### config.mk
export PLATFORM = sky130hd
export DESIGN_NAME = nonce_collector_flat
export DESIGN_NICKNAME = d
export VERILOG_FILES = /design/src/rtl/bcminer_pkg.sv /design/src/rtl/nonce_collector_if.sv /design/src/rtl/nonce_fifo.sv /design/src/rtl/nonce_collector.sv /design/src/flat_wrapper.sv
export SDC_FILE = /design/constraint.sdc
export NUM_CORES = 1
export LEC_CHECK = 0
export BUFFER_PORTS_ARGS = -buffer_cell sky130_fd_sc_hd__buf_4
export CELL_PAD_IN_SITES_DETAIL_PLACEMENT = 2
export CELL_PAD_IN_SITES_GLOBAL_PLACEMENT = 2
export CORE_UTILIZATION = 50
export DETAILED_ROUTE_END_ITERATION = 6
export GPL_TIMING_DRIVEN = 0
export PLACE_DENSITY = 0.91
export SLEW_MARGIN = 10
export SYNTH_ARGS = -nofsm -noshare
export SYNTH_HDL_FRONTEND = slang
export SYNTH_HIERARCHICAL = 1
export SYNTH_SLANG_ARGS = --single-unit
export TNS_END_PERCENT = 10
### constraint.sdc
create_clock -name clk -period 10.5 [get_ports clk]
set_clock_uncertainty 0.15 [all_clocks]
set_input_delay 2.1 -clock clk [delete_from_list [all_inputs] [get_ports clk]]
set_output_delay 2.1 -clock clk [all_outputs]
set_load 0.01 [all_outputs]
### src/rtl/bcminer_pkg.sv
// Shared types for the miner result path: nonce word and collector FSM states.
// Consumed by nonce_collector and nonce_fifo via import bcminer_pkg::*.
package bcminer_pkg;

  typedef logic [31:0] nonce_t;

  typedef enum logic [1:0] {
    ST_IDLE,
    ST_SWEEP,
    ST_REPORT
  } collector_state_e;

endpackage

### src/rtl/nonce_collector_if.sv
// Beat stream from the last lattice block plus the nonce pop handshake.
// The slave modport is the collector's view; master is the producer/consumer side.
interface nonce_collector_if #(
  parameter int NUM_CORES = 10
);
  localparam int CORE_W = $clog2(NUM_CORES);

  logic              valid_i;
  logic              newblock_i;
  logic              done_i;
  logic              hit_i;
  logic [CORE_W-1:0] core_i;
  logic [31-CORE_W:0] count_i;
  logic [31:0]       nonce_o;
  logic              nonce_valid_o;
  logic              nonce_ready_i;

  modport slave (
    input  valid_i, newblock_i, done_i, hit_i, core_i, count_i, nonce_ready_i,
    output nonce_o, nonce_valid_o
  );

  modport master (
    output valid_i, newblock_i, done_i, hit_i, core_i, count_i, nonce_ready_i,
    input  nonce_o, nonce_valid_o
  );
endinterface

### src/rtl/nonce_fifo.sv
// Power-of-two nonce FIFO with flush; the caller only pushes when space exists
// (or a pop/flush frees it in the same cycle). Head reads as zero when empty.
module nonce_fifo
  import bcminer_pkg::*;
#(
  parameter int DEPTH = 8
) (
  input  logic   clk,
  input  logic   rst,
  input  logic   push,
  input  logic   pop,
  input  logic   flush,
  input  nonce_t din,
  output nonce_t dout,
  output logic   full,
  output logic   empty
);
  localparam int AW = $clog2(DEPTH);

  logic [AW:0] wr_q, wr_d;
  logic [AW:0] rd_q, rd_d;
  nonce_t      mem_q [DEPTH];
  nonce_t      mem_d [DEPTH];
  logic        do_pop;

  assign empty = (wr_q == rd_q);
  assign full  = (wr_q[AW] != rd_q[AW]) && (wr_q[AW-1:0] == rd_q[AW-1:0]);
  assign dout  = empty ? '0 : mem_q[rd_q[AW-1:0]];

  // A flush restarts both pointers, so a push in the same cycle lands in slot 0.
  always_comb begin
    do_pop = pop && !empty && !flush;
    wr_d   = wr_q;
    rd_d   = rd_q;
    mem_d  = mem_q;
    if (flush) begin
      wr_d = '0;
      rd_d = '0;
    end else if (do_pop) begin
      rd_d = rd_q + 1'b1;
    end
    if (push) begin
      mem_d[wr_d[AW-1:0]] = din;
      wr_d = wr_d + 1'b1;
    end
  end

  always_ff @(posedge clk) begin
    if (rst) begin
      wr_q <= '0;
      rd_q <= '0;
    end else begin
      wr_q <= wr_d;
      rd_q <= rd_d;
    end
  end

  always_ff @(posedge clk) begin
    mem_q <= mem_d;
  end

endmodule

### src/rtl/nonce_collector.sv
// Collects winning nonces from lattice result beats, tracks sweep status and queues hits.
// Optional NONCE_COLLECTOR_DEDUP_EN drops a hit repeating the last accepted nonce of the sweep.
module nonce_collector
  import bcminer_pkg::*;
#(
  parameter int NUM_CORES  = 10,
  parameter int FIFO_DEPTH = 8,
  parameter int HIT_W      = 8
) (
  input  logic             clk,
  input  logic             rst,
  nonce_collector_if.slave bus,
  output logic             result_valid_o,
  output logic             success_o,
  output logic             overflow_o,
  output logic [HIT_W-1:0] hit_count_o
);

  collector_state_e state_q, state_d;
  logic             success_q, success_d;
  logic             overflow_q, overflow_d;
  logic [HIT_W-1:0] hit_count_q, hit_count_d;

  logic   new_beat;
  logic   sweep_beat;
  logic   want_push;
  logic   push_ok;
  logic   flush;
  logic   pop;
  nonce_t nonce_in;
  nonce_t fifo_dout;
  logic   fifo_full;
  logic   fifo_empty;

`ifdef NONCE_COLLECTOR_DEDUP_EN
  nonce_t last_nonce_q, last_nonce_d;
  logic   last_valid_q, last_valid_d;
`endif

  assign new_beat   = bus.valid_i && bus.newblock_i;
  assign sweep_beat = bus.valid_i && !bus.newblock_i && (state_q == ST_SWEEP);
  assign flush      = new_beat && (state_q == ST_SWEEP);
  assign nonce_in   = {bus.count_i, bus.core_i};
  assign pop        = !fifo_empty && bus.nonce_ready_i;

  // A newblock beat opens a fresh sweep, so it never matches a stale last nonce.
`ifdef NONCE_COLLECTOR_DEDUP_EN
  assign want_push = (new_beat || sweep_beat) && bus.hit_i &&
                     !(last_valid_q && !new_beat && (last_nonce_q == nonce_in));
`else
  assign want_push = (new_beat || sweep_beat) && bus.hit_i;
`endif

  assign push_ok = want_push && (flush || !fifo_full || pop);

  always_comb begin
    state_d = state_q;
    case (state_q)
      ST_IDLE: begin
        if (new_beat) state_d = bus.done_i ? ST_REPORT : ST_SWEEP;
      end
      ST_SWEEP: begin
        if (bus.valid_i && bus.done_i) state_d = ST_REPORT;
      end
      ST_REPORT: begin
        if (new_beat) state_d = bus.done_i ? ST_REPORT : ST_SWEEP;
        else          state_d = ST_IDLE;
      end
      default: state_d = ST_IDLE;
    endcase
  end

  // Sweep statistics restart on every newblock beat, then absorb that beat's own hit.
  always_comb begin
    success_d   = success_q;
    overflow_d  = overflow_q;
    hit_count_d = hit_count_q;
    if (new_beat) begin
      success_d   = 1'b0;
      overflow_d  = 1'b0;
      hit_count_d = '0;
    end
    if (want_push) success_d = 1'b1;
    if (want_push && !push_ok) overflow_d = 1'b1;
    if (push_ok && (hit_count_d != {HIT_W{1'b1}})) hit_count_d = hit_count_d + 1'b1;
  end

`ifdef NONCE_COLLECTOR_DEDUP_EN
  always_comb begin
    last_nonce_d = last_nonce_q;
    last_valid_d = last_valid_q;
    if (new_beat) last_valid_d = 1'b0;
    if (push_ok) begin
      last_nonce_d = nonce_in;
      last_valid_d = 1'b1;
    end
  end

  always_ff @(posedge clk) begin
    if (rst) begin
      last_nonce_q <= '0;
      last_valid_q <= 1'b0;
    end else begin
      last_nonce_q <= last_nonce_d;
      last_valid_q <= last_valid_d;
    end
  end
`endif

  always_ff @(posedge clk) begin
    if (rst) begin
      state_q     <= ST_IDLE;
      success_q   <= 1'b0;
      overflow_q  <= 1'b0;
      hit_count_q <= '0;
    end else begin
      state_q     <= state_d;
      success_q   <= success_d;
      overflow_q  <= overflow_d;
      hit_count_q <= hit_count_d;
    end
  end

  nonce_fifo #(
    .DEPTH(FIFO_DEPTH)
  ) u_fifo (
    .clk  (clk),
    .rst  (rst),
    .push (push_ok),
    .pop  (pop),
    .flush(flush),
    .din  (nonce_in),
    .dout (fifo_dout),
    .full (fifo_full),
    .empty(fifo_empty)
  );

  assign result_valid_o    = (state_q == ST_REPORT);
  assign success_o         = success_q;
  assign overflow_o        = overflow_q;
  assign hit_count_o       = hit_count_q;
  assign bus.nonce_o       = fifo_dout;
  assign bus.nonce_valid_o = !fifo_empty;

endmodule

### src/flat_wrapper.sv
// flat-port wrapper written by rule: the top's interface ports become plain ports
module nonce_collector_flat import bcminer_pkg::*;
#(
  parameter int NUM_CORES  = 10,
  parameter int FIFO_DEPTH = 8,
  parameter int HIT_W      = 8
)
  (clk, rst, result_valid_o, success_o, overflow_o, hit_count_o, bus_valid_i, bus_newblock_i, bus_done_i, bus_hit_i, bus_core_i, bus_count_i, bus_nonce_ready_i, bus_nonce_o, bus_nonce_valid_o);
  nonce_collector_if #(.NUM_CORES(NUM_CORES)) bus_i ();
  input  logic clk;
  input  logic rst;
  output logic result_valid_o;
  output logic success_o;
  output logic overflow_o;
  output logic [HIT_W-1:0] hit_count_o;
  input wire logic [$bits(bus_i.valid_i)-1:0] bus_valid_i;
  input wire logic [$bits(bus_i.newblock_i)-1:0] bus_newblock_i;
  input wire logic [$bits(bus_i.done_i)-1:0] bus_done_i;
  input wire logic [$bits(bus_i.hit_i)-1:0] bus_hit_i;
  input wire logic [$bits(bus_i.core_i)-1:0] bus_core_i;
  input wire logic [$bits(bus_i.count_i)-1:0] bus_count_i;
  input wire logic [$bits(bus_i.nonce_ready_i)-1:0] bus_nonce_ready_i;
  output wire logic [$bits(bus_i.nonce_o)-1:0] bus_nonce_o;
  output wire logic [$bits(bus_i.nonce_valid_o)-1:0] bus_nonce_valid_o;
  assign bus_i.valid_i = bus_valid_i;
  assign bus_i.newblock_i = bus_newblock_i;
  assign bus_i.done_i = bus_done_i;
  assign bus_i.hit_i = bus_hit_i;
  assign bus_i.core_i = bus_core_i;
  assign bus_i.count_i = bus_count_i;
  assign bus_i.nonce_ready_i = bus_nonce_ready_i;
  assign bus_nonce_o = bus_i.nonce_o;
  assign bus_nonce_valid_o = bus_i.nonce_valid_o;
  nonce_collector #(.NUM_CORES(NUM_CORES), .FIFO_DEPTH(FIFO_DEPTH), .HIT_W(HIT_W)) u_core (.clk(clk), .rst(rst), .bus(bus_i), .result_valid_o(result_valid_o), .success_o(success_o), .overflow_o(overflow_o), .hit_count_o(hit_count_o));
endmodule
After elaboration in Yosys (flattened, before gate mapping)
Index checks and enable logic that the tools add are counted.
{"block": "word_totals", "register_bits": 276, "latch_bits": 0, "ramBits": 0, "rom_bits": 0, "inputBits": 39, "out_inout_bits": 44, "wordCells": 76, "mem_count": 0}
{"block": "op_classes", "add_sub_neg": 3, "multipliers": 0, "div": 0, "n_lt_le_gt_ge": 3, "n_eq_ne": 8, "shift": 0, "mux": 19, "bitwise": 2, "reduce_logical": 27}
{"op": "256-bit bitwise mux", "count": 1}
{"op": "32-bit two-way mux", "count": 4}
{"op": "32-bit binary-select mux with 3-bit select", "count": 1}
{"op": "32-bit demux with 3-bit select", "count": 1}
{"op": "8-bit two-way mux", "count": 2}
{"op": "1-bit logical AND", "count": 14}
{"op": "4-bit by 1-bit adder with 4-bit output, second input constant", "count": 2}
{"op": "8-bit by 1-bit adder with 8-bit output, second input constant", "count": 1}
{"op": "4-bit >= comparator, second input constant", "count": 2}
{"op": "2-bit two-way mux", "count": 4}
{"op": "4-bit two-way mux", "count": 2}
{"op": "8-bit != test, second input constant", "count": 1}
{"op": "3-bit inverter with 4-bit output", "count": 2}
{"op": "2-bit one-hot mux with 3 select lines", "count": 1}
{"op": "1-bit zero test", "count": 5}
{"op": "4-bit equality test", "count": 1}
{"op": "4-bit by 1-bit < comparator with 1-bit output, second input constant", "count": 1}
{"op": "2-bit nonzero test", "count": 2}
{"op": "3-bit equality test", "count": 1}
{"op": "1-bit logical OR", "count": 3}
{"op": "1-bit two-way mux", "count": 3}
{"op": "2-bit by 1-bit equality test with 1-bit output, second input constant", "count": 1}
{"op": "2-bit equality test, second input constant", "count": 1}
{"op": "2-bit zero test", "count": 1}
{"op": "5 further kinds", "count": 5}

Logic depth before layout (Yosys ltp)
Gate-level depths: netlist of the first run.
{"block": "logic_depth", "depth_word": 9, "ltp_mapped": 12}

Modules after synthesis
Netlist of the first run, hierarchy kept.
{"module": "nonce_fifo", "n_inst": 1, "cells_each": 468, "area_each_um2": 10233.6, "seq_area_each_um2": 7847.5}
{"module": "nonce_collector", "n_inst": 1, "cells_each": 90, "area_each_um2": 735.7, "seq_area_each_um2": 240.2}

Worst setup path after synthesis of the first run
Ideal clock, no wire load.
{"block": "synth_timing", "kind": "input -> register", "start": "in bus_newblock_i", "end": "reg u_core/u_fifo/mem_q[160] (netlist bit), enable pin", "setup_time_ns": 0.513, "arrival_time_ns": 6.413, "required_ns": 9.837, "path_slack_ns": 3.424, "cell_stages": 7, "path_buffers": 3, "cell_sequence": "clkbuf_2 nand4b_2 and3_4 buf_6 nor2_1 clkbuf_1 nor4b_1"}
{"block": "synth_between", "elab_chain_cells": 6}
{"item": "start: declaration", "line_no": "flat_wrapper.sv:17", "text": "input wire logic [$bits(bus_i.newblock_i)-1:0] bus_newblock_i;"}
{"item": "1-bit zero test", "line_no": "nonce_collector.sv:41", "text": "assign sweep_beat = bus.valid_i && !bus.newblock_i && (state_q == ST_SWEEP);"}
{"item": "1-bit logical AND (2 in a row)", "line_no": "nonce_collector.sv:41"}
{"item": "1-bit logical OR", "line_no": "nonce_collector.sv:51", "text": "assign want_push = (new_beat || sweep_beat) && bus.hit_i;"}
{"item": "1-bit logical AND", "line_no": "nonce_collector.sv:51"}
{"item": "1-bit logical AND *", "line_no": "nonce_collector.sv:54", "text": "assign push_ok = want_push && (flush || !fifo_full || pop);"}
{"item": "net u_core.push_ok", "line_no": "nonce_collector.sv:27", "text": "logic push_ok;"}
{"item": "end signal: assignment", "line_no": "nonce_fifo.sv:59", "text": "mem_q <= mem_d;"}
{"item": "end: declaration", "line_no": "nonce_fifo.sv:22", "text": "nonce_t mem_q [DEPTH];"}
The timed path passes the listed nets; every way through them passes the cells marked *.
A chain may end at the register's enable or synchronous reset.

Worst setup path after layout of the first run
{"block": "layout_timing", "start": "reg u_core.u_fifo.rd_q[0]", "end": "out bus_nonce_o[23]"}
{"item": "start: declaration", "line_no": "nonce_fifo.sv:21", "text": "logic [AW:0] rd_q, rd_d;"}
{"item": "start signal: assignment", "line_no": "nonce_fifo.sv:54", "text": "rd_q <= rd_d;"}
{"item": "4-bit equality test", "line_no": "nonce_fifo.sv:26", "text": "assign empty = (wr_q == rd_q);"}
{"item": "net u_core.fifo_empty", "line_no": "nonce_collector.sv:33", "text": "logic fifo_empty;"}
{"item": "32-bit two-way mux", "line_no": "nonce_fifo.sv:28", "text": "assign dout = empty ? '0 : mem_q[rd_q[AW-1:0]];"}
{"item": "end: declaration", "line_no": "flat_wrapper.sv:23", "text": "output wire logic [$bits(bus_i.nonce_o)-1:0] bus_nonce_o;"}
The timed path passes the listed nets, and every way through them passes these cells. The select of a mux whose other input is x is not followed.

==> results of run 1 <==
-- power breakdown --
group	total [mW]	internal, mW	switching (mW)
clock network	0.969	0.537	0.432
registers	1.21	1.21	0.00366
logic	0.0929	0.0355	0.0574
-- layer usage --
| metal | up-vias | routed length, µm | global-route usage |
|---|---|---|---|
| met1 | 3430 | 13600 | 0.426 |
| met3 | 69 | 2250 | 0.0552 |
| met4 | 0 | 1240 | 0.112 |
| met2 | 310 | 18500 | 0.572 |
| li1 | 2515 | - | - |
| met5 | - | 0 | 0 |
-- worst paths after layout --
kind                                       startpoint                  endpoint  cells after the start
worst min-delay path            u_core/hit_count_o[7]     u_core/hit_count_o[7]                      2
worst max-delay path            u_core/u_fifo/rd_q[0]           bus_nonce_o[23]                      6
worst max register to register  u_core/u_fifo/rd_q[0]  u_core/u_fifo/mem_q[201]                     14
worst min register to register  u_core/hit_count_o[7]     u_core/hit_count_o[7]                      2
-- cell type report --
| class | instances | area [µm²] |
|---|---|---|
| Fill cell | 1662 | 8220 |
| Sequential cell | 276 | 8090 |
| Multi-Input combinational cell | 241 | 2700 |
| Timing Repair Buffer | 106 | 851 |
| Clock buffer | 33 | 719 |
| Tap cell | 275 | 344 |
| Buffer | 33 | 200 |
| Clock inverter | 17 | 139 |
| Inverter | 8 | 30.0 |
-- critical path, delay by kind of cell (launching register included) --
| family | cells | cell delay (ps) |
|---|---|---|
| flops | 1 | 430 |
| simple gates | 2 | 1100 |
| buf+inv | 3 | 860 |
| xor+xnor | 1 | 140 |
-- metrics by stage --
stage	TNS (ps)	util	hold slack, ps	cells
global route	0	0.614	369	989
global placement	-7670	0.560	307	914
finish	0	0.614	344	989
detailed placement	0	0.574	338	939
floorplan	0	-	324	558
CTS	0	0.614	349	989
-- sequential cells by signal, indices dropped and copies added (netlist names) --
register and count:
u_core/u_fifo/rd_q 4, u_core/state_q 2, u_core/hit_count_o 8, u_core/u_fifo/mem_q 256, u_core/success_o 1, u_core/overflow_o 1
u_core/u_fifo/wr_q 4
-- placed cells by master (no fill, tap or decap), types with 2 or more instances in the layout --
master,synthesis,final
edfxtp_1,256,256
buf_4,1,96
mux4_2,64,64
nor2_1,47,45
mux2i_1,35,35
clkbuf_16,0,28
dfxtp_1,20,20
buf_2,15,17
buf_6,7,13
clkbuf_1,6,11
a21oi_1,11,11
nand2_1,10,10
clkinv_1,0,9
inv_1,8,8
nor4_1,7,6
clkinv_2,0,4
nand2b_1,4,4
and2_1,4,4
nand4_1,4,4
nand3_1,4,4
nor3_1,7,4
xor2_1,4,4
nor2b_1,3,3
mux2_2,3,3
xor2_2,3,3
buf_1,3,3
nor3_2,0,3
buf_12,0,3
bufinv_16,0,2
a21boi_0,2,2
or4_1,2,2
o31ai_1,2,2
ha_1,2,2
nor2_4,0,2
nor4_2,1,2
xnor2_1,2,2
o21ai_0,2,2
-- cell families (layout without fill, tap and decap cells) --
logic type                 after synthesis  in the layout
DFF                                    276            276
and+or+nand+nor                        102            102
AOI/OAI and AO/OA                       26             26
buffers and inverters                   41            197
muxes                                  102            102
adders and majority gates                2              2
xor gates and xnor gates                 9              9
==> impl_metrics.py, run 1 <==
metrics = {
    "status": {
        "status": "finished clean",
    },
    "clock_tree": {
        "cts_tree": "yes",
        "clock_sinks": 276,
        "clk_path_buf_depth": 3,
        "numCtsBuffers": 28,
        "postCtsResizedCells": 0,
        "cts_setup_buffers": 0,
        "htreeDepth": 1,
        "clk_latency_ps": 540,
        "path_clk_slew_ps": 60,
        "cts_hold_buffers": 0,
        "cts_root_buf": "clkbuf_16",
    },
    "timing": {
        "setup_viol": 0,
        "relSlewSlack": 0.259,
        "fin_crit_sh": 0.509,
        "period_minus_slack_ps": 5350,
        "tightestPinTransition_ps": 1100,
        "rsz0062_at_grt": "no",
        "drv_slew": 0,
        "finalHoldViolCount": 0,
        "clock.fmax_ghz": 0.187,
        "fin_ws_ps": 5150,
    },
    "global_routing": {
        "grt_first_pass_wirelength_um": 50600,
        "globalRouteTotalUtil": 0.331,
        "grt_pass1_vias": 6802,
        "antenna_found_initial": 0,
        "grt_overflow_total": 0,
        "grt_max_degree": 26,
    },
    "layout": {
        "syn_to_final_growth_pct": 19.1,
        "antenna_cells": 0,
        "drive_gt1_frac": 0.350,
        "design_area_mm2": 0.0131,
        "nNetsFinal": 735,
    },
    "detailed_routing": {
        "wl_per_cell_um": 35.9,
        "drtAntennaViolNets": 0,
        "drt_iter0_markers": 566,
        "viasPerCell": 6.39,
        "routed_wl_um": 35600,
        "first_pass_iters": 5,
        "drc": 0,
        "vias": 6324,
    },
    "die": {
        "die_w_um": 150,
        "rows": 53,
        "coreArea_mm2": 0.0213,
        "start_util": 0.515,
        "die-area_mm2": 0.0225,
        "io-pin-count": 83,
        "fp.dieH_um": 150,
    },
    "synthesis": {
        "synth-async-reset-ratio": 0,
        "synth.area.top_cells": "edfxtp_1 70%, mux4_2 13%, dfxtp_1 3.7%, mux2i_1 3.2%, nor2_1 1.6%",
        "synth.distinct_cells": 49,
        "synth_top_area_cell": "edfxtp_1",
        "synth-compound-area-share": 0.0168,
        "synth-simple-area-share": 0.0470,
        "yosys_warnings": 6,
        "synth_top_family_by_area": "multiplexers",
        "syn_inst": 558,
        "synth-seq-cells": 276,
        "synth.most_common_cell": "edfxtp_1",
        "synth_xor_area_frac": 0.00924,
        "synthAdderAreaFrac": 0.00228,
        "syn-num-nets": 599,
        "synth_ff_type": "edfxtp_1",
        "synth_top_area_frac": 0.701,
        "synth_area_mm2": 0.0110,
        "synthMuxAreaShare": 0.166,
        "avgSynthCellArea_um2": 19.7,
        "synth_commonest_cells": "256 x edfxtp_1, 64 x mux4_2, 47 x nor2_1, 35 x mux2i_1, 20 x dfxtp_1",
        "synth-edff-count": 256,
        "yosysSeqAreaShare": 0.737,
    },
    "worst_setup_path": {
        "rrSetupSlack_ps": 5610,
        "crit_chain": "buf_2, xor2_2, nor4_2, buf_2, nor2_1, buf_4",
        "start_kind": "flop",
        "crit_path_max_fanout": 11,
        "crit_type": "flop to primary output",
        "endpoint_kind": "primary output",
        "crit_top_cell": "buf_2",
        "worstPathRequired_ps": 8250,
        "cpPeakStageDelay_ps": 950,
        "slowest_stage": "nor4_2",
        "cp.arrival_ps": 3100,
    },
    "pwr": {
        "total_power_mw": 2.27,
        "ir_drop_mv": 0.161,
        "p_per_area_mw_per_mm2": 174,
        "power_leakage_nw": 4.33,
    },
    "placed_design": {
        "post-place-ws_ps": 5010,
        "hpwl_um": 22000,
        "place.port_buffers": 81,
        "place_congestion": 0.759,
        "placed_area_mm2": 0.0122,
    },
    "worst_hold_path": {
        "min_path_type": "flop to flop",
    },
    "job": {
        "cap_violations": 0,
    },
}
(Power assumes the default switching activity.)
==> inputs of run 2 (changes only) <==
--- a/config.mk
+++ b/config.mk
@@ -8,10 +8,10 @@
 export BUFFER_PORTS_ARGS = -buffer_cell sky130_fd_sc_hd__buf_4
 export CELL_PAD_IN_SITES_DETAIL_PLACEMENT = 2
 export CELL_PAD_IN_SITES_GLOBAL_PLACEMENT = 2
-export CORE_UTILIZATION = 50
+export CORE_UTILIZATION = 42
 export DETAILED_ROUTE_END_ITERATION = 6
 export GPL_TIMING_DRIVEN = 0
-export PLACE_DENSITY = 0.91
+export PLACE_DENSITY = 0.82
 export SLEW_MARGIN = 10
 export SYNTH_ARGS = -nofsm -noshare
 export SYNTH_HDL_FRONTEND = slang
==> constraint.sdc (replaced) <==
create_clock -name clk -period 4.8 [get_ports clk]
set_clock_uncertainty 0.15 [all_clocks]
set_input_delay 0.96 -clock clk [delete_from_list [all_inputs] [get_ports clk]]
set_output_delay 0.96 -clock clk [all_outputs]
set_load 0.01 [all_outputs]
==> impl_metrics.py, run 2 (synthesis results as in run 1) <==
metrics = {
    "status": {
        "status": "finished clean",
    },
    "worst_setup_path": {
        "crit_path_max_fanout": 11,
        "crit_type": "flop to flop",
        "cp.arrival_ps": 4630,
        "worstPathRequired_ps": 4920,
        "endpoint_kind": "flop",
        "start_kind": "flop",
    },
    "placed_design": {
        "place_congestion": 0.711,
        "placed_area_mm2": 0.0123,
        "hpwl_um": 20100,
        "place.port_buffers": 81,
        "post-place-ws_ps": 217,
        "dp_cells": 995,
    },
    "pwr": {
        "power_leakage_nw": 4.36,
        "p_per_area_mw_per_mm2": 383,
        "ir_drop_mv": 0.333,
    },
    "layout": {
        "syn_to_final_growth_pct": 20.9,
        "drive_gt1_frac": 0.355,
        "fillers": 2217,
        "design_area_mm2": 0.0133,
        "antenna_cells": 0,
        "nNetsFinal": 737,
        "final_cells": 1046,
        "largest_reg_flops": 256,
        "top_register": "u_core/u_fifo/mem_q",
        "final_common_cell": "edfxtp_1",
        "layout_common_cells": "256 x edfxtp_1, 96 x buf_4, 64 x mux4_2, 45 x nor2_1, 35 x mux2i_1",
        "utilization": 0.522,
    },
    "detailed_routing": {
        "drc": 0,
        "viasPerCell": 5.65,
        "vias": 5906,
        "drtAntennaViolNets": 0,
        "drt_iter0_markers": 393,
        "wl_per_cell_um": 29.5,
        "first_pass_iters": 4,
        "routed_wl_um": 30900,
    },
    "clock_tree": {
        "clk_path_buf_depth": 3,
        "cts_root_buf": "clkbuf_16",
        "numCtsBuffers": 29,
        "htreeDepth": 1,
        "cts_tree": "yes",
        "cts_setup_buffers": 0,
        "clk_latency_ps": 560,
        "path_clk_slew_ps": 60,
        "clock_sinks": 276,
    },
    "global_routing": {
        "grt_pass1_vias": 6684,
        "grt_overflow_total": 0,
        "antenna_found_initial": 0,
        "grt_max_degree": 25,
        "globalRouteTotalUtil": 0.239,
        "grt_first_pass_wirelength_um": 45200,
    },
    "die": {
        "start_util": 0.432,
        "fp.dieH_um": 164,
        "io-pin-count": 83,
        "rows": 58,
        "coreArea_mm2": 0.0254,
        "die_w_um": 164,
        "die-area_mm2": 0.0268,
    },
    "timing": {
        "relSlewSlack": 0.346,
        "fin_crit_sh": 0.939,
        "fin_ws_ps": 292,
        "clock.fmax_ghz": 0.222,
        "rsz0062_at_grt": "no",
        "period_minus_slack_ps": 4510,
        "setup_tns_ps": 0,
        "drv_slew": 0,
        "finalHoldViolCount": 0,
        "tightestPinTransition_ps": 975,
        "setup_viol": 0,
    },
    "worst_hold_path": {
        "min_path_type": "flop to flop",
    },
    "job": {
        "cap_violations": 0,
    },
}
-- run 2: final cells by class --
class	count	area, µm²	share of cell area
clock buffers	34	744	0.0561
multi-input cells	241	2720	0.205
repair buffers	107	891	0.0672
clock inverters	17	181	0.0137
inverters	8	30.0	0.00226
flip-flops and latches	276	8090	0.610
well taps	330	413	0.0311
plain buffers	33	200	0.0151
-- run 2: what timing repair did --
item / in CTS / in global routing
setup endpoints to repair: 0 / 9
hold buffers: 0 / 0
gates resized for setup: 0 / 2
-- run 2: layer usage --
| metal | share of wire | track usage | routed length [µm] | vias to the layer above |
|---|---|---|---|---|
| met5 | 0 | 0 | 0 | - |
| met4 | 0.028 | 0.0737 | 863 | 0 |
| met3 | 0.044 | 0.0356 | 1350 | 57 |
| met2 | 0.53 | 0.432 | 16400 | 167 |
| met1 | 0.40 | 0.295 | 12200 | 3158 |
| li1 | - | - | - | 2524 |
-- run 2: final timing paths --
path	start	end	slack [ps]	depth (start not counted)
hold / removal	u_core/success_o	u_core/success_o	340	2
setup / recovery	u_core/u_fifo/wr_q[2]	u_core/u_fifo/mem_q[125]	290	13
hold reg to reg	u_core/success_o	u_core/success_o	340	2
setup reg to reg	u_core/u_fifo/wr_q[2]	u_core/u_fifo/mem_q[125]	290	13
-- run 2: power by group --
part           total (mW)  leakage, nW  internal (mW)  switching, mW
registers            2.65         2.47           2.64        0.00656
clock network        2.23        0.445           1.27          0.958
logic               0.195         1.45         0.0779          0.117
total                5.07         4.36           3.99           1.08
-- run 2: per-stage QoR --
step | total power, mW | hold slack, ps
6_report | 5.07 | 342
4_1_cts | 5.13 | 344
3_5_place_dp | 2.89 | 315
5_1_grt | 5.20 | 372
3_3_place_gp | 2.87 | 293
2_1_floorplan | 2.78 | 324
-- run 2: critical path, cell delays in order, from the launching register on --
cell and delay [ps]:
dfxtp_1 320, buf_2 320, xor2_2 300, nor4_2 170, buf_2 260, nand2b_1 230, and3_4 220, buf_6 140
nor2_1 90, clkbuf_1 410, nand3b_1 320, nor3_2 810, buf_6 260, buf_4 200
==> inputs of run 3 (changes only) <==
--- a/config.mk
+++ b/config.mk
@@ -6,12 +6,11 @@
 export NUM_CORES = 1
 export LEC_CHECK = 0
 export BUFFER_PORTS_ARGS = -buffer_cell sky130_fd_sc_hd__buf_4
-export CELL_PAD_IN_SITES_DETAIL_PLACEMENT = 2
-export CELL_PAD_IN_SITES_GLOBAL_PLACEMENT = 2
-export CORE_UTILIZATION = 42
+export CORE_UTILIZATION = 50
 export DETAILED_ROUTE_END_ITERATION = 6
 export GPL_TIMING_DRIVEN = 0
-export PLACE_DENSITY = 0.82
+export HOLD_SLACK_MARGIN = 0.03
+export PLACE_DENSITY = 0.77
 export SLEW_MARGIN = 10
 export SYNTH_ARGS = -nofsm -noshare
 export SYNTH_HDL_FRONTEND = slang
==> impl_metrics.py, run 3 (synthesis results as in run 1) <==
metrics = {
    "worst_setup_path": {
        "cpPeakStageDelay_ps": 700,
        "crit_path_max_fanout": 11,
        "slowest_stage": "nor3_2",
        "worstPathRequired_ps": 4880,
        "crit_type": "flop to flop",
        "path_delay_family": "simple AND/OR/NAND/NOR gates",
        "cp.arrival_ps": 4310,
        "start_kind": "flop",
        "endpoint_kind": "flop",
        "path_buf_inv": 6,
        "crit_chain": "buf_2, xor2_2, nor4_2, buf_2, nand2b_1, and3_4, buf_6, nor2_1, clkbuf_1, nand3b_1, nor3_2, buf_4, buf_4",
    },
    "clock_tree": {
        "clk_path_buf_depth": 3,
        "clock_sinks": 276,
        "clk_latency_ps": 530,
        "cts_hold_buffers": 0,
        "numCtsBuffers": 28,
        "htreeDepth": 1,
        "cts_setup_buffers": 0,
        "cts_root_buf": "clkbuf_16",
        "postCtsResizedCells": 0,
        "cts_tree": "yes",
        "path_clk_slew_ps": 60,
    },
    "detailed_routing": {
        "drtAntennaViolNets": 0,
        "drc": 0,
        "drt_iter0_markers": 481,
        "routed_wl_um": 22700,
        "wl_per_cell_um": 23.0,
        "viasPerCell": 5.80,
        "first_pass_iters": 4,
        "vias": 5730,
    },
    "pwr": {
        "sequentialPowerShare": 0.532,
        "ir_drop_mv": 0.308,
        "p_clk_frac": 0.432,
        "intPower_mw": 4.00,
        "p_comb_frac": 0.036,
        "power_leakage_nw": 4.34,
        "switchingPower_uw": 973,
        "p_per_area_mw_per_mm2": 379,
        "p_sw_frac": 0.196,
    },
    "layout": {
        "top_register": "u_core/u_fifo/mem_q",
        "drive_gt1_frac": 0.352,
        "largest_reg_flops": 256,
        "syn_to_final_growth_pct": 19.6,
        "final_cells": 988,
        "final_common_cell": "edfxtp_1",
        "utilization": 0.616,
        "nNetsFinal": 732,
        "layout_common_cells": "256 x edfxtp_1, 97 x buf_4, 64 x mux4_2, 45 x nor2_1, 35 x mux2i_1",
        "antenna_cells": 0,
    },
    "timing": {
        "setup_viol": 0,
        "period_minus_slack_ps": 4230,
        "clock.fmax_ghz": 0.236,
        "fin_crit_sh": 0.882,
        "finalHoldViolCount": 0,
        "tightestPinTransition_ps": 935,
        "drv_slew": 0,
        "relSlewSlack": 0.377,
        "rsz0062_at_grt": "no",
    },
    "placed_design": {
        "place_congestion": 0.869,
        "place.port_buffers": 81,
        "hpwl_um": 14500,
        "dp_cells": 936,
    },
    "die": {
        "rows": 53,
        "start_util": 0.515,
        "io-pin-count": 83,
        "die_w_um": 150,
        "coreArea_mm2": 0.0213,
        "die-area_mm2": 0.0225,
        "fp.dieH_um": 150,
    },
    "status": {
        "status": "finished clean",
    },
    "global_routing": {
        "grt_first_pass_wirelength_um": 35000,
        "grt_pass1_vias": 6033,
        "antenna_found_initial": 0,
        "globalRouteTotalUtil": 0.212,
        "grt_max_degree": 25,
        "grt_overflow_total": 0,
    },
    "worst_hold_path": {
        "min_path_type": "flop to flop",
    },
    "job": {
        "cap_violations": 0,
    },
}
[run 3: cell count changes in the layout (fill, tap and decap cells not counted), sizes merged]
cell	previous run	this run
buf	133	129
clkbuf	41	45
clkinv	10	9
inv	10	8
[run 3: worst paths after layout]
path	cells past startpoint	from	slack [ps]	endpoint
min reg2reg	2	u_core/success_o	310	u_core/success_o
max	13	u_core/u_fifo/rd_q[2]	570	u_core/u_fifo/mem_q[98]
max reg2reg	13	u_core/u_fifo/rd_q[2]	570	u_core/u_fifo/mem_q[98]
min	2	u_core/success_o	310	u_core/success_o
[run 3: layout make-up]
cell class	count	area (µm²)
fill	1477	8160
sequential	276	8090
multi-input combinational	241	2700
timing repair buffer	103	833
clock buffer	38	768
tap	275	344
buffer	33	200
clock inverter	14	155
inverter	8	30.0
[run 3: metal layers]
layer / part of all wire / global-route usage
met3: 0.060 / 0.0333
met5: 0 / 0
met1: 0.42 / 0.295
met4: 0.016 / 0.0470
met2: 0.51 / 0.357
[run 3: worst reg2reg max path, cell delays in order, from the launching register on]
cell	delay, ps
dfxtp_1	320
buf_2	270
xor2_2	290
nor4_2	160
buf_2	250
nand2b_1	250
and3_4	220
buf_6	130
nor2_1	80
clkbuf_1	300
nand3b_1	230
nor3_2	700
buf_4	350
buf_4	240
[run 3: metrics by stage]
| step | worst slack (ps) | power, mW | TNS (ps) | cell area [µm²] | hold WS [ps] |
|---|---|---|---|---|---|
| floorplan | -921 | 2.78 | -30490 | 11000 | 324 |
| global placement | -4260 | 2.87 | -472120 | 11900 | 298 |
| detailed placement | 561 | 2.88 | 0 | 12200 | 307 |
| CTS | 541 | 5.00 | 0 | 13100 | 316 |
| global route | 311 | 5.11 | 0 | 13100 | 350 |
| finish | 569 | 4.97 | 0 | 13100 | 309 |
[run 3: power by group through the flow]
stage / combinational, mW / clock (mW) / sequential, mW
global route: 0.196 / 2.26 / 2.65
CTS: 0.182 / 2.17 / 2.65
global placement: 0.168 / 0 / 2.70
floorplan: 0.0776 / 0 / 2.70
finish: 0.180 / 2.15 / 2.65
detailed placement: 0.181 / 0 / 2.70
